==> src/rtl/muldiv_seq.sv <==
// Radix-2 sequential RV32M multiply/divide unit: one shift-add or shift-subtract step per cycle.
// Operands are reduced to magnitudes on accept; the sign fix-up is applied on the DONE entry edge.
module muldiv_seq #(
    parameter int unsigned DATA_WIDTH = 32,
    parameter int unsigned OP_WIDTH   = 3
) (
    input  logic                  clk,
    input  logic                  rst_n,
    input  logic                  start_i,
    input  logic [OP_WIDTH-1:0]   op_i,
    input  logic [DATA_WIDTH-1:0] srca_i,
    input  logic [DATA_WIDTH-1:0] srcb_i,
    input  logic                  flush_i,
    output logic                  ready_o,
    output logic                  busy_o,
    output logic                  result_valid_o,
    input  logic                  result_ready_i,
    output logic [DATA_WIDTH-1:0] result_o
);

    localparam int unsigned W  = DATA_WIDTH;
    localparam int unsigned CW = $clog2(DATA_WIDTH + 1);

    typedef enum logic [1:0] {
        S_IDLE,
        S_BUSY,
        S_DONE
    } state_t;

    state_t            state;
    state_t            state_next;
    logic [CW-1:0]     count;
    logic [OP_WIDTH-1:0] op;
    logic [2*W-1:0]    acc;
    logic [W-1:0]      opnd;
    logic              neg_main;
    logic              neg_rem;
    logic [W-1:0]      result;

    logic              accept;
    logic              is_div;
    logic              div_zero;
    logic              signed_a;
    logic              signed_b;
    logic              neg_a;
    logic              neg_b;
    logic [W-1:0]      mag_a;
    logic [W-1:0]      mag_b;

    logic [W:0]        mul_sum;
    logic [W:0]        div_trial;
    logic [W-1:0]      quot_shift;
    logic [2*W-1:0]    acc_step;
    logic [2*W-1:0]    prod_fix;
    logic [W-1:0]      quot_fix;
    logic [W-1:0]      rem_fix;
    logic [W-1:0]      result_fix;

    // Request decode and operand magnitude extraction
    always_comb begin
        accept   = start_i && (state == S_IDLE) && !flush_i;
        is_div   = op_i[2];
        div_zero = is_div && (srcb_i == '0);
        signed_a = 1'b0;
        signed_b = 1'b0;
        case (op_i[2:0])
            3'b001, 3'b100, 3'b110: begin
                signed_a = 1'b1;
                signed_b = 1'b1;
            end
            3'b010:  signed_a = 1'b1;
            default: ;
        endcase
        neg_a = signed_a && srca_i[W-1];
        neg_b = signed_b && srcb_i[W-1];
        mag_a = neg_a ? (~srca_i + 1'b1) : srca_i;
        mag_b = neg_b ? (~srcb_i + 1'b1) : srcb_i;
    end

    // One iteration: acc holds {product high, multiplier} or {remainder, quotient}
    always_comb begin
        mul_sum    = {1'b0, acc[2*W-1:W]} + {1'b0, opnd};
        div_trial  = acc[2*W-1:W-1] - {1'b0, opnd};
        quot_shift = {acc[W-2:0], 1'b0};
        acc_step   = acc;
        if (op[2]) begin
            if (!div_trial[W])
                acc_step = {div_trial[W-1:0], quot_shift | {{(W-1){1'b0}}, 1'b1}};
            else
                acc_step = {acc[2*W-2:W-1], quot_shift};
        end else begin
            if (acc[0])
                acc_step = {mul_sum, acc[W-1:1]};
            else
                acc_step = {1'b0, acc[2*W-1:1]};
        end
    end

    // Sign fix-up and result selection on the final iteration's output
    always_comb begin
        prod_fix = neg_main ? (~acc_step + 1'b1) : acc_step;
        quot_fix = neg_main ? (~acc_step[W-1:0] + 1'b1) : acc_step[W-1:0];
        rem_fix  = neg_rem ? (~acc_step[2*W-1:W] + 1'b1) : acc_step[2*W-1:W];
        if (op[2])
            result_fix = op[1] ? rem_fix : quot_fix;
        else if (op[1:0] == 2'b00)
            result_fix = prod_fix[W-1:0];
        else
            result_fix = prod_fix[2*W-1:W];
    end

    always_ff @(posedge clk or negedge rst_n) begin
        if (!rst_n)
            state <= S_IDLE;
        else
            state <= state_next;
    end

    always_comb begin
        state_next = state;
        case (state)
            S_IDLE: begin
                if (accept)
                    state_next = div_zero ? S_DONE : S_BUSY;
            end
            S_BUSY: begin
                if (flush_i)
                    state_next = S_IDLE;
                else if (count == CW'(1))
                    state_next = S_DONE;
            end
            S_DONE: begin
                if (flush_i || result_ready_i)
                    state_next = S_IDLE;
            end
            default: state_next = S_IDLE;
        endcase
    end

    always_comb begin
        ready_o        = (state == S_IDLE);
        busy_o         = (state == S_BUSY);
        result_valid_o = (state == S_DONE);
    end

    assign result_o = result;

    always_ff @(posedge clk or negedge rst_n) begin
        if (!rst_n) begin
            count    <= '0;
            op       <= '0;
            acc      <= '0;
            opnd     <= '0;
            neg_main <= 1'b0;
            neg_rem  <= 1'b0;
            result   <= '0;
        end else begin
            case (state)
                S_IDLE: begin
                    if (accept) begin
                        op       <= op_i;
                        count    <= CW'(DATA_WIDTH);
                        neg_main <= neg_a ^ neg_b;
                        neg_rem  <= neg_a;
                        if (is_div) begin
                            acc  <= {{W{1'b0}}, mag_a};
                            opnd <= mag_b;
                        end else begin
                            acc  <= {{W{1'b0}}, mag_b};
                            opnd <= mag_a;
                        end
                        if (div_zero)
                            result <= op_i[1] ? srca_i : '1;
                    end
                end
                S_BUSY: begin
                    if (flush_i) begin
                        count <= '0;
                    end else begin
                        acc   <= acc_step;
                        count <= count - 1'b1;
                        if (count == CW'(1))
                            result <= result_fix;
                    end
                end
                default: ;
            endcase
        end
    end

endmodule

==> config.mk <==
export PLATFORM = sky130hd
export DESIGN_NAME = muldiv_seq
export DESIGN_NICKNAME = d
export VERILOG_FILES = /design/src/rtl/muldiv_seq.sv
export SDC_FILE = /design/constraint.sdc
export NUM_CORES = 1
export LEC_CHECK = 0
export CORE_ASPECT_RATIO = 1.1
export CORE_MARGIN = 5
export CORE_UTILIZATION = 37
export CTS_CLUSTER_DIAMETER = 50
export CTS_CLUSTER_SIZE = 8
export DETAILED_ROUTE_END_ITERATION = 6
export GPL_ROUTABILITY_DRIVEN = 0
export GPL_TIMING_DRIVEN = 1
export PLACE_DENSITY = 0.57
export SLEW_MARGIN = 20
export SYNTH_ARGS = -nofsm -noshare
export SYNTH_HDL_FRONTEND = slang
export SYNTH_SLANG_ARGS = --single-unit
==> constraint.sdc <==
create_clock -name clk -period 13.6 [get_ports clk]
set_clock_uncertainty 0.05 [all_clocks]
set_input_delay 2.04 -clock clk [delete_from_list [all_inputs] [get_ports clk]]
set_output_delay 2.04 -clock clk [all_outputs]
set_load 0.05 [all_outputs]
After elaboration in Yosys (flattened, before gate mapping)

Index checks and enable logic that the tools add are counted.

Equality and inequality tests: 13
Bitwise gates (word level): 6
Add/sub/neg operators: 8
Reductions and logical operators: 18
Mux-type cells: 33

Operators by type and width:

| kind                                                                  | count |
|---|---|
| 32-bit 2-to-1 mux                                                     | 14 |
| 64-bit 2-to-1 mux                                                     | 6 |
| 32-bit by 1-bit adder with 32-bit output, second input constant       | 4 |
| 32-bit inverter                                                       | 4 |
| 64-bit case mux with 2 select lines                                   | 1 |
| 64-bit by 1-bit adder with 64-bit output, second input constant       | 1 |
| 64-bit inverter                                                       | 1 |
| 32-bit case mux with 2 select lines                                   | 1 |
| 32-bit by 32-bit adder with 33-bit output                             | 1 |
| 33-bit by 32-bit subtractor with 33-bit output                        | 1 |
| 32-bit logical NOT                                                    | 1 |
| 6-bit 2-to-1 mux                                                      | 2 |
| 6-bit case mux with 2 select lines                                    | 1 |
| 2-bit 2-to-1 mux                                                      | 5 |
| 2-bit by 1-bit != test with 1-bit output, second input constant       | 4 |
| 3-bit equality test, second input constant                            | 2 |
| 6-bit by 1-bit equality test with 1-bit output, second input constant | 1 |
| 2-bit case mux with 3 select lines                                    | 1 |
| 3-bit AND reduction                                                   | 2 |
| 6-bit by 1-bit subtractor with 6-bit output, second input constant    | 1 |
| 1-bit logical AND                                                     | 5 |
| 5-bit AND reduction                                                   | 1 |
| 2-bit logical NOT                                                     | 2 |
| 2-bit AND reduction                                                   | 2 |
| 13 further kinds                                                      | 14 |

Input bits: 72
Logic and storage cells: 86
Register bits after elaboration: 141

Depth between registers and ports, before layout

Gate-level depths: netlist of run 1.

Depth in word-level cells: 11
Mapped depth: 27
Gate-level depth less buffers: 24

Least setup slack after synthesis of run 1

No wires, ideal clock.

Kind: flip-flop to flip-flop
Start: reg acc[31]
End: reg result[28], in the netlist result_o[28]
Setup time: 0.082 ns
Stages on the path, launching flop included: 27
Slack: 8.008 ns
Data arrival time: 5.460 ns
Data required time: 13.468 ns
Cells stage by stage: dfrtp_1 inv_1 ha_1 inv_1 fa_1 a211oi_2 nor3_2 o21ai_4 a21oi_4 or3_4 buf_6 buf_6 a31oi_1 ha_1 nor3b_1 o221ai_1 or4_1 clkbuf_1 nor4_1 nand4_1 nor2_1 inv_1 clkbuf_1 o41ai_1 xnor2_1 o21ai_0 a31oi_1

Longest elaborated chain between the ends: 11

RTL lines:

| item                                                                   | line     | RTL |
|---|---|---|
| start, declared                                                        | 34       | `logic [2*W-1:0] acc;` |
| start signal, assigned                                                 | 166      | `acc <= {{W{1'b0}}, mag_a};` |
| start signal, assigned                                                 | 169      | `acc <= {{W{1'b0}}, mag_b};` |
| start signal, assigned                                                 | 180      | `acc <= acc_step;` |
| 33-bit by 32-bit subtractor with 33-bit output                         | 83       | `div_trial = acc[2*W-1:W-1] - {1'b0, opnd};` |
| 64-bit 2-to-1 mux                                                      | 87       | `if (!div_trial[W])` |
| 64-bit 2-to-1 mux *                                                    | 86       | `if (op[2]) begin` |
| 64-bit inverter, or another cell as far along                          | 101      | `prod_fix = neg_main ? (~acc_step + 1'b1) : acc_step;` |
| 64-bit by 1-bit adder with 64-bit output, or another cell as far along | 101      |  |
| 64-bit 2-to-1 mux, or another cell as far along                        | 101      |  |
| 32-bit 2-to-1 mux, on equally long branches                            | 106, 105 |  |
| 32-bit 2-to-1 mux *                                                    | 104      | `if (op[2])` |
| 32-bit 2-to-1 mux *                                                    | 182      | `if (count == CW'(1))` |
| 32-bit 2-to-1 mux *                                                    | 177      | `if (flush_i) begin` |
| 32-bit case mux with 2 select lines *                                  | 158      | `case (state)` |
| end signal, assigned                                                   | 173      | `result <= op_i[1] ? srca_i : '1;` |
| end signal, assigned                                                   | 183      | `result <= result_fix;` |
| end, declared                                                          | 38       | `logic [W-1:0] result;` |

Mark *: on every way between the ends. The rest lies on a longest branch, timed or not. The select of a mux whose other input is x is not followed.
A chain may end at the register's enable or synchronous reset.

Worst setup path in the final report of run 1

Start: reg acc[31]
End: reg result[14], in the netlist result_o[14]

The elaborated chain is that of the path after synthesis.

==> results of run 1 <==
[state kept, by name, summed over array words and instances (netlist names)]
register	count
opnd	32
acc	64
result_o	32
op	3
neg_main	1
neg_rem	1
state	2
count	6
[power groups by stage]
stage,sequential [uW],clock (uW),combinational (uW)
after detailed placement,858,0,4300
after CTS,851,481,4330
after floorplan,897,0,2920
after global placement,854,0,4280
final,858,477,4450
after global routing,879,498,4750
[synth_stat cells, types with 19 or more instances]
library cell,n,area share
a31oi_1,34,0.013
buf_2,23,0.0072
xor2_1,71,0.039
nor4_1,34,0.013
ha_1,70,0.054
nand3_1,44,0.014
nand2_1,261,0.061
or3_1,29,0.011
nand4_1,27,0.011
o211ai_1,20,0.0093
xnor2_1,104,0.057
mux2i_1,39,0.024
a21oi_1,209,0.065
clkbuf_1,86,0.020
a21o_1,22,0.010
nor2b_1,19,0.0074
inv_1,76,0.018
a211oi_1,40,0.019
dfrtp_1,141,0.22
a22o_1,23,0.013
nor3_1,58,0.018
o21ai_0,244,0.076
nor2_1,215,0.050
o31ai_1,26,0.012
[critical path, cell delays in order, from the launching register on]
cell	delay, ns
dfrtp_1	0.42
inv_1	0.10
ha_1	0.17
inv_1	0.05
fa_1	0.45
a211oi_2	0.27
nor3_2	0.11
o21ai_4	0.22
a21oi_4	0.12
or3_4	0.49
a31oi_1	0.46
ha_1	0.27
nor3b_1	0.24
o221ai_1	0.21
or4_1	0.74
nor4_1	0.40
nand4_1	0.19
nor2_1	0.20
inv_1	0.24
o21ai_0	0.27
xnor2_1	0.09
a221oi_1	0.59
a21oi_1	0.16
[worst max path at each step]
stage	start	to	slack, ns	cells after the start
finish	acc[31]	result_o[14]	6.94	22
global route	acc[31]	result_o[6]	6.51	22
CTS	acc[31]	result_o[14]	7.00	22
detailed placement	acc[31]	result_o[14]	7.03	22
global placement	acc[31]	result_o[14]	7.25	22
floorplan	acc[31]	result_o[28]	8.01	26
[stage by stage]
stage | std cells | setup slack, ns
after floorplan | 2229 | 8.008
after global placement | 2816 | 7.248
after detailed placement | 2816 | 7.031
after CTS | 2848 | 7.000
after global routing | 2848 | 6.513
final | 2848 | 6.942
[cell families after synthesis]
kind of cell / Yosys count / share of synthesized area
simple gates: 792 / 0.2355
xor+xnor: 175 / 0.09529
buf+inv: 210 / 0.05313
compound gates: 794 / 0.3113
fa+ha+maj: 72 / 0.05694
flops: 141 / 0.2194
mux: 45 / 0.02847
[per-layer routing]
| metal | vias to the layer above | global-route usage | share of wire |
|---|---|---|---|
| met5 | - | 0 | 0.00019 |
| met3 | 205 | 0.04132 | 0.077 |
| met4 | 2 | 0.1628 | 0.065 |
| met1 | 8586 | 0.3648 | 0.41 |
| li1 | 8256 | - | - |
| met2 | 981 | 0.4427 | 0.45 |
[layout make-up]
| class | count | share of cell area |
|---|---|---|
| repair buffers | 145 | 0.07439 |
| well taps | 574 | 0.03950 |
| flip-flops and latches | 141 | 0.1943 |
| clock inverters | 14 | 0.007432 |
| clock buffers | 18 | 0.02360 |
| multi-input cells | 1878 | 0.6447 |
| inverters | 78 | 0.01610 |
==> results.md, run 1 <==
- Outcome: complete, but fails checks
- Failing checks: DRC
- Commonest non-fill, non-tap cell in the layout: nand2_1
- Core Box Area: 0.04324 sq mm
- Post-Synthesis Cells: 2229
- Top FF cell, synth: dfrtp_1
- # diodes: 0
- Cts bufs inserted: 17
- Total GRT Usage: 0.2802
- Max_cap viols: 0
- Worst Hold Slack: 0.4310 ns
- Min-Delay Path Depth: 2
- CP Launch Type: register
- Per-cell routed wire length: 24.39 microns
- HP Class: register to register
- Worst slew pin tran: 1.223 ns
- Dpl hpwl: 53450 microns
- Clock slew at reported path FFs: 0.07 ns
- Initial antenna violation count: 1
- RSZ-0062 raised after global routing: no
- Post-synth cell types: 95
- Drt total wl: 69450 microns
- Combinational Power Share: 0.769
- Std cell rows: 80
- Clock sinks: 141
- Post-layout instance area: 0.01818 sq mm
- Post-CTS setup buffer count: 0
- # IOs: 107
- Area growth syn-to-layout: 13.04%
- First-pass GRT wire length: 105000 microns
- Most frequent cells in the layout: nand2_1 (260), o21ai_0 (244), nor2_1 (214)
- Power Total: 5789 uW
- Syn Nets: 2373
- Clock buffer depth: 2
- Post-DR vias/cell: 6.331
- CTS root buf: clkbuf_16
- DR DRC count: 2
- Achievable Freq: 0.1502 GHz
- Register area: 0.003532 sq mm
- CTS tree: built
- Clock Power Share: 0.082
- Critical path endpoint category: register
- Fin. max-slew vios: 0
- Mapped Area: 0.01609 sq mm
- CP arrival: 6.93 ns
- Port-buffer cells: 106
- WHS Endpoint: result_o[13]
- Total net switching power: 3437 uW
- Synth warn: 0
- Multi-input logic area: 0.01172 sq mm
- Async S/R FF share, synth: 1.000
- Die width: 208.8 microns
- R2r endpoint: result_o[14]
- Post-layout nets: 2405
- Final cycle utilization of the critical path: 0.4895
- #FFs+latches synth: 141
- Vias in the first global route: 17230
- Largest net degree at the start of global routing: 89
- Syn avg cell area: 7.216 sq um
- Critical path class: register to register
- CTS Hold Bufs: 0
- Final setup vio count: 0
- Post-CTS Resized: 0
- R2r startpoint: acc[31]
- Worst R2R Path Depth: 22
- Power per Cell Area: 318.4 mW/mm^2
- Sequential group share of total power: 0.148
- H-tree depth: 4
- VDD IR-drop max: 123.6 uV
- Max FO, Critical Path: 20
- Post-synth EDFFs: 0
- Die height: 228.7 microns
- Clock latency at the later pin of the worst-skew pair: 0.47 ns
- Die area: 0.04775 sq mm
- Total number of vias: 18030
- Worst slew margin: 0.1783
- Worst hold start: result_o[13]
- Leak: 0.007061 uW
- Initial core utilization: 0.3720
- Congestion Overflow GR: 0
- Count of final hold-check violations: 0
- CP required: 13.87 ns
- Drt pass-1 iters: 7
- Final setup TNS: 0 ns
- Share of layout cells above drive strength 1: 0.05761
- Fill cell count: 4508
- Initial drt markers: 1924
- Core Util, Final: 0.4205
- Sequential area share after synthesis: 0.2194
- ANT nets after route: 0
- Sw Ratio: 0.5937
- Internal: 2352 uW
- Placed inst area: 0.01762 sq mm
- FF-to-FF setup slack: 6.94 ns
- Fin crit period: 6.658 ns
(Power assumes the default switching activity.)
==> run 2, diff against run 1 <==
Settings changed: PLACE_DENSITY 0.57 to 0.59.
Clock period 13.6 ns to 5.9 ns, I/O delays scaled along.
==> run 2 against run 1 <==
The run still ends with DRC left. Non-clock buffer count grew 41. Die area unchanged. Wire length is 0.53% lower. Global-route usage down 0.20 points. Clock power up 150%. Worst setup slack got worse by 6.7 ns. Final area increased by 2.4%. Largest cell class unchanged.
==> results.md, run 2 (synthesized netlist as in run 1, its figures left out) <==
- GR peak layer: met2
- Achievable Freq: 0.1762 GHz
- Worst path cell trace: inv_1 -> ha_1 -> inv_1 -> fa_1 -> a211oi_2 -> nor3_2 -> o21ai_4 -> a21oi_4 -> buf_4 -> o21ai_1 -> buf_4 -> nand2_2 -> a311o_1 -> nor4_4 -> nand4_2 -> or4_4 -> or2_1 -> a32o_1 -> a211o_1
- Fin crit period: 5.676 ns
- Slowest cell on the critical path: a311o_1
- CP Launch Type: register
- Total number of vias: 18200
- Commonest non-fill, non-tap cell in the layout: nand2_1
- HP Class: primary input to asynchronous set/reset pin
- CP arrival: 5.97 ns
- Post-DR vias/cell: 6.299
- CTS tree: built
- Clock buffer depth: 2
- GRT met3 Usage: 0.04873
- Largest net degree at the start of global routing: 70
- Die height: 228.7 microns
- Final setup vio count: 0
- CP required: 6.20 ns
- PnR worst setup slack: 0.2235 ns
- Area growth syn-to-layout: 15.77%
- Congestion Overflow GR: 0
- Placed cell count: 2857
- Drt total wl: 69080 microns
- R2r endpoint: result_o[31]
- Most flops, register: acc
- Vias in the first global route: 17430
- Power per Cell Area: 739.2 mW/mm^2
- Clock latency at the later pin of the worst-skew pair: 0.47 ns
- Worst slew pin tran: 1.081 ns
- Max_cap viols: 0
- Critical path endpoint category: register
- Failing checks: DRC
- Outcome: complete, but fails checks
- Per-cell routed wire length: 23.90 microns
- Final cycle utilization of the critical path: 0.9621
- Post-CTS setup buffer count: 0
- Clock sinks: 141
- Die width: 208.8 microns
- CTS Hold Bufs: 0
- Post-layout nets: 2446
- Most frequent cells in the layout: nand2_1 (260), o21ai_0 (243), nor2_1 (213)
- CTS root buf: clkbuf_16
- Worst path buffer plus inverter count: 4
- Worst Hold Slack: 0.2852 ns
- Initial drt markers: 2036
- Dpl hpwl: 54050 microns
- Final cell count without fillers: 2890
- Crit-path max cell delay: 0.61 ns
- Worst path top cell family by delay: simple AND/OR/NAND/NOR gates
- Initial core utilization: 0.3720
- Critical path class: register to register
- Flip-flop count of the largest register after layout: 64
- Port-buffer cells: 106
- Place WS: -0.003188 ns
- Core Box Area: 0.04324 sq mm
- Power Total: 13770 uW
- Leak: 0.007298 uW
- Final setup TNS: 0 ns
- Grt met1 use: 0.3524
- Worst R2R Path Depth: 19
- Drt pass-1 iters: 7
- # IOs: 107
- VDD IR-drop max: 312.7 uV
- ANT nets after route: 0
- H-tree depth: 4
- Cts bufs inserted: 17
- Share of layout cells above drive strength 1: 0.07862
- Total GRT Usage: 0.2782
- R2r startpoint: acc[31]
- Setup crit start: acc[31]
- Clock slew at reported path FFs: 0.06 ns
- RSZ-0062 raised after global routing: no
- Std cell rows: 80
- FF-to-FF setup slack: 0.22 ns
- Die area: 0.04775 sq mm
- First-pass GRT wire length: 104200 microns
- Initial antenna violation count: 0
- Worst slew margin: 0.2758
- GR met2 Demand/Resource: 0.4462
- Max FO, Critical Path: 19
- Fin. max-slew vios: 0
- Count of final hold-check violations: 0
- DR DRC count: 1
## run 2: changes by cell type in the layout (fill, tap and decap cells not counted), sizes merged
cell and change:
diode +1, inv -3, clkinv -3, buf +41, clkbuf +3, clkinvlp +1, bufinv +2
## run 2: worst max path at each step
stage	endpoint	slack [ns]	depth (start not counted)
final	result_o[31]	0.22	19
after global routing	result_o[2]	0.02	25
after CTS	result_o[28]	0.02	22
after detailed placement	result_o[22]	-0.003	21
after global placement	result_o[22]	0.08	21
after floorplan	result_o[28]	0.31	26
## run 2: final cells by class
| class | count | area [sq um] |
|---|---|---|
| flip-flops and latches | 141 | 3532 |
| fillers | 4465 | 24620 |
| diodes | 1 | 2.502 |
| multi-input cells | 1878 | 11780 |
| clock inverters | 11 | 156.4 |
| repair buffers | 186 | 1673 |
| inverters | 78 | 292.8 |
| clock buffers | 21 | 470.5 |
| well taps | 574 | 718.2 |
## run 2: report_power, final
part	internal [uW]	switching, uW
Sequential	1400	589
Clock	703	487
Combinational	3690	6900
Total	5790	7970
## run 2: what timing repair did
action,CTS,global route
resized for setup,1,11
endpoints found under the setup margin,2,14
pin swaps,0,1
## run 2: metal layers
metal	up-vias	share of wire
met5	-	0
met3	210	0.090
met4	0	0.061
li1	8345	-
met2	1007	0.45
met1	8641	0.40
## run 2: through the flow
| stage | cell area, sq um | util |
|---|---|---|
| floorplan | 16090 | - |
| global placement | 17940 | 0.4148 |
| detailed placement | 17940 | 0.4148 |
| CTS | 18570 | 0.4295 |
| global route | 18620 | 0.4306 |
| finish | 18620 | 0.4307 |
